[src/rtl/serial_crc_ccitt_ctrl.sv]
// serial_crc_ccitt_ctrl
//   Byte-stream sequencer for an external bit-serial CRC-CCITT engine. Bytes arrive over a
//   valid/ready stream. The engine is initialised at frame start, and each byte is shifted in
//   MSB-first, one bit per clock. At frame end the final CRC and byte count are returned over a
//   result valid/ready handshake.
//
//   Optional feature macro: CRC_CTRL_XOROUT_EN
//     defined   : res_crc = crc_in ^ XOROUT, captured on entry to the result state
//     undefined : res_crc = crc_in unmodified
//
// Parameters
//   LEN_W    width of the frame byte counter (saturates at 2**LEN_W-1)
//   XOROUT   final XOR mask (only applied with CRC_CTRL_XOROUT_EN)
// Ports
//   clk, reset_n                 clock, asynchronous active-low reset
//   s_valid/s_ready/s_data/s_last  input byte stream
//   crc_init/crc_en/crc_m        engine controls (load init, shift enable, message bit)
//   crc_in                       engine registered crc_out
//   res_valid/res_ready          result handshake
//   res_crc/res_len              final CRC and frame byte count
module serial_crc_ccitt_ctrl #(
    parameter int unsigned LEN_W  = 16,
    parameter logic [15:0] XOROUT = 16'hFFFF
) (
    input  logic             clk,
    input  logic             reset_n,
    input  logic             s_valid,
    output logic             s_ready,
    input  logic [7:0]       s_data,
    input  logic             s_last,
    output logic             crc_init,
    output logic             crc_en,
    output logic             crc_m,
    input  logic [15:0]      crc_in,
    output logic             res_valid,
    input  logic             res_ready,
    output logic [15:0]      res_crc,
    output logic [LEN_W-1:0] res_len
);

`ifdef CRC_CTRL_XOROUT_EN
    localparam logic [15:0] XorMask = XOROUT;
`else
    // Mask forced to zero: the CRC passes through unmodified.
    localparam logic [15:0] XorMask = XOROUT & 16'h0000;
`endif

    typedef enum logic [2:0] {
        StIdle,
        StInit,
        StShift,
        StWait,
        StFlush,
        StDone
    } state_e;

    state_e            state_q, state_d;
    logic [7:0]        shreg_q, shreg_d;
    logic              last_q, last_d;
    logic [2:0]        bitcnt_q, bitcnt_d;
    logic [LEN_W-1:0]  len_q, len_d;
    logic [15:0]       res_crc_q, res_crc_d;

    always_ff @(posedge clk or negedge reset_n) begin
        if (!reset_n) begin
            state_q   <= StIdle;
            shreg_q   <= 8'h00;
            last_q    <= 1'b0;
            bitcnt_q  <= 3'd0;
            len_q     <= '0;
            res_crc_q <= 16'h0000;
        end else begin
            state_q   <= state_d;
            shreg_q   <= shreg_d;
            last_q    <= last_d;
            bitcnt_q  <= bitcnt_d;
            len_q     <= len_d;
            res_crc_q <= res_crc_d;
        end
    end

    always_comb begin
        state_d   = state_q;
        shreg_d   = shreg_q;
        last_d    = last_q;
        bitcnt_d  = bitcnt_q;
        len_d     = len_q;
        res_crc_d = res_crc_q;
        s_ready   = 1'b0;
        crc_init  = 1'b0;
        crc_en    = 1'b0;
        crc_m     = 1'b0;
        res_valid = 1'b0;

        unique case (state_q)
            StIdle: begin
                s_ready = 1'b1;
                if (s_valid) begin
                    shreg_d = s_data;
                    last_d  = s_last;
                    len_d   = LEN_W'(1);
                    state_d = StInit;
                end
            end
            StInit: begin
                crc_init = 1'b1;
                bitcnt_d = 3'd0;
                state_d  = StShift;
            end
            StShift: begin
                crc_en   = 1'b1;
                crc_m    = shreg_q[7];
                shreg_d  = {shreg_q[6:0], 1'b0};
                bitcnt_d = bitcnt_q + 3'd1;
                if (bitcnt_q == 3'd7) begin
                    state_d = last_q ? StFlush : StWait;
                end
            end
            StWait: begin
                // Engine is idle here, so its CRC state is kept for as long as the source stalls.
                s_ready = 1'b1;
                if (s_valid) begin
                    shreg_d  = s_data;
                    last_d   = s_last;
                    bitcnt_d = 3'd0;
                    if (len_q != '1) begin
                        len_d = len_q + LEN_W'(1);
                    end
                    state_d = StShift;
                end
            end
            StFlush: begin
                // crc_in already holds the result of the eighth shift of the last byte.
                res_crc_d = crc_in ^ XorMask;
                state_d   = StDone;
            end
            StDone: begin
                res_valid = 1'b1;
                if (res_ready) begin
                    state_d = StIdle;
                end
            end
            default: state_d = StIdle;
        endcase
    end

    assign res_crc = res_crc_q;
    assign res_len = len_q;

endmodule

[config.mk]
export PLATFORM = sky130hd
export DESIGN_NAME = serial_crc_ccitt_ctrl
export DESIGN_NICKNAME = d
export VERILOG_FILES = /design/src/rtl/serial_crc_ccitt_ctrl.sv
export SDC_FILE = /design/constraint.sdc
export NUM_CORES = 1
export LEC_CHECK = 0
export ABC_AREA = 1
export CAP_MARGIN = 10
export CORE_AREA = 2 2 65 67
export CTS_CLUSTER_SIZE = 28
export DETAILED_ROUTE_END_ITERATION = 10
export DIE_AREA = 0 0 67 69
export DONT_BUFFER_PORTS = 1
export PLACE_DENSITY = 0.79
export SETUP_SLACK_MARGIN = 0.5
export SYNTH_ARGS = -nofsm -noshare
export SYNTH_HDL_FRONTEND = slang
export SYNTH_SLANG_ARGS = --single-unit
[constraint.sdc]
create_clock -name clk -period 2.4 [get_ports clk]
set_input_delay 0.24 -clock clk [delete_from_list [all_inputs] [get_ports clk]]
set_output_delay 0.24 -clock clk [all_outputs]
set_load 0.1 [all_outputs]
==> impl_metrics.toml <==
[sta]
hold_slack_ns = 0.0396
rsz0062_at_grt = "false"
finClkSkew_ns = 0.00935
finalSetupViolCount = 0
setup_tns_ns = 0
fmax_mhz = 532
worstMarginPinSlew_ns = 0.920
relSlewSlack_pct = 38.7
fin_ws_ns = 0.521
finalHoldViolCount = 0
finalCriticalPeriod_ns = 1.88
finalCritPeriodShare_pct = 78.3
finalMaxSlewViolations = 0

[place]
dp_cells = 390
port_buffers = 0
pre_cts_ws_ns = 0.421
place_congestion = 0.883
place_hpwl_um = 3860

[clock_tree]
cts_tree = "done"
clk_pin_slew_ns = 0.10
cts_made_buffers = 5
root_buffer = "clkbuf_8"
clk_latency_ns = 0.31
cts_buffer_depth = 2
cts_max_level = 2
cts_sinks = 47

[synth]
synth_top_family_by_area = "simple AND/OR/NAND/NOR gates"
yosysSeqAreaShare_pct = 47.7
synthMuxAreaShare_pct = 0
synth_fp_nets = 357
async_reset_ff_share_pct = 100
synth_top_area_share_pct = 47.7
synth_seq_cells = 47
netlist_instances = 325
yosys.area_share.simple_pct = 33.8
synth_edf_count = 0
synth_xor_area_share_pct = 2.13
yosysMostFrequentCell = "nand2_1"
syn_avg_cell_area_um2 = 7.59
synth_area_um2 = 2470
synth_top_area_cell = "dfrtp_1"
synth_area_leaders = "dfrtp_1 (48%), nand2_1 (21%), nor2_1 (5.0%), o21ai_0 (4.7%), inv_1 (3.5%)"
synth_compound_area_share_pct = 8.73
ys.flop_type = "dfrtp_1"
synth_fa_ha_area_share_pct = 1.52
ys_top_cells_by_count = "nand2_1 (135), dfrtp_1 (47), nor2_1 (33)"
synth-warning-count = 0
synth_cell_types = 28

[global_route]
grt_antenna_before_repair = 0
grt_max_degree = 48
track_usage_pct = 27.0
grt_pass1_wl_um = 9700
grt.overflow.total = 0
grt_pass1_vias = 2193

[power]
vdd_drop_max_uv = 1380
power_leakage_nw = 1.39
power_density_nw_per_um2 = 1550

[cells_and_area]
fill_cells = 325
finalNonFillerCells = 404
antenna_cells = 0
seq_area_um2 = 1200
nets = 385
synthToLayoutAreaGrowth_pct = 17.7
multi_input_area_um2 = 1210
drive_gt1_share_pct = 20.1

[worst_setup_path]
slowest_stage = "dfrtp_4"
reg2reg_slack_ns = 0.52
crit_path_max_incr_delay_ns = 0.67
worstPathArrival_ns = 2.12
path_buf_inv = 0
required_ns = 2.64
cp-start-kind = "register"
path_cells = "ha_4 -> nand2_1 -> nor2_1 -> nand2_1 -> nor2_2 -> nand2_4 -> nand2_4 -> nand2_1 -> o21ai_2"
critPathKind = "reg2reg"
cp_max_fo = 6
end_kind = "register"
cpLargestDelayFamily = "simple AND/OR/NAND/NOR gates"
crit_top_cell = "nand2_1"

[route]
post-route-drc-count = 0
ant_nets = 0
firstDrtPassIters = 7
wl_um = 5860
vias = 2218
viasPerCell = 5.49
first_iter_violations = 217
wl_per_cell_um = 14.5

[hold_path]
holdCritPathClass = "in2reg"

[die]
dieWidth_um = 67
coreArea_um2 = 3910
die_height_um = 69
ios = 66
dieArea_um2 = 4620
row_count = 23
initial_utilization_pct = 63.0

[flow_run]
maxCapViolations = 0

[run_status]
outcome = "complete, no violations"
worst reg2reg max path: stages, from the launching register on:
cell,delay [ns]
dfrtp_4,0.67
ha_4,0.22
nand2_1,0.07
nor2_1,0.16
nand2_1,0.12
nor2_2,0.18
nand2_4,0.13
nand2_4,0.12
nand2_1,0.08
o21ai_2,0.06
sequential cells by signal, summed over array words and instances (netlist names):
name and cells:
res_crc 16, res_len 16, shreg_q 8, bitcnt_q 3
state_q 3, last_q 1
cell usage in the layout (no fill, tap or decap), types with 2 or more instances in the layout:
cell      instances
a21oi_1           2
buf_4            22
clkbuf_8          5
dfrtp_1          35
dfrtp_2          10
dfrtp_4           2
ha_1              2
inv_1            23
inv_2             3
nand2_1         134
nand2_4           7
nand3_1          16
nand4_1           5
nor2_1           29
nor2_2            5
o21ai_0          22
o21ai_1           4
o21ai_2           5
xor2_1            6
per-stage QoR:
step                      power [mW]  cell area (um^2)  util, %
after floorplan                 3.52              2490        -
after global routing            4.76              2900     74.2
final                           4.51              2900     74.2
after global placement          3.74              2670     68.3
after CTS                       4.46              2860     73.0
after detailed placement        3.80              2670     68.3
area by class of cell:
cell class | count | share of cell area [%]
flip-flops and latches | 47 | 41.2
clock inverters | 3 | 1.59
multi-input cells | 247 | 41.6
clock buffers | 5 | 2.37
inverters | 27 | 3.53
repair buffers | 25 | 7.50
well taps | 50 | 2.16
logic make-up (layout without fill, tap and decap cells):
group                    Yosys count  in the layout
AND/OR/NAND/NOR                  199            202
flip-flops                        47             47
AO/OA/AOI/OAI                     36             36
buffers and inverters             34             60
XOR/XNOR                           6              6
adder cells (fa/ha/maj)            3              3
where the power goes:
group | internal [mW] | total, mW | switching, mW
combinational | 0.436 | 1.59 | 1.15
clock | 0.314 | 0.602 | 0.288
sequential | 1.04 | 2.32 | 1.28
worst paths after layout:
path	start	end	cells after the start
min in group asynchronous	reset_n	res_crc[15]	2
worst min register to register	bitcnt_q[0]	bitcnt_q[0]	1
worst min-delay path	crc_in[11]	res_crc[11]	2
worst max register to register	res_len[1]	res_len[10]	9
worst max-delay path	res_len[1]	res_len[10]	9
max in group asynchronous	reset_n	res_len[7]	2
per-layer routing:
metal | track usage, % | vias to the layer above | part of all wire (%)
li1 | - | 1079 | -
met1 | 33.7 | 1024 | 40
met2 | 44.0 | 93 | 50
met3 | 4.89 | 22 | 6.2
met4 | 13.4 | 0 | 3.6
met5 | 0 | - | 0
what timing repair did:
action | 4_1_cts | 5_1_grt
pin swaps | 1 | 4
cloned | 1 | 2
endpoints found under the hold margin | 47 | 0
endpoints found under the setup margin | 18 | 17
setup buffers | 0 | 1
resized for setup | 5 | 7
hold buffers | 2 | 0
Note: power is estimated with default switching activity, not from simulation.
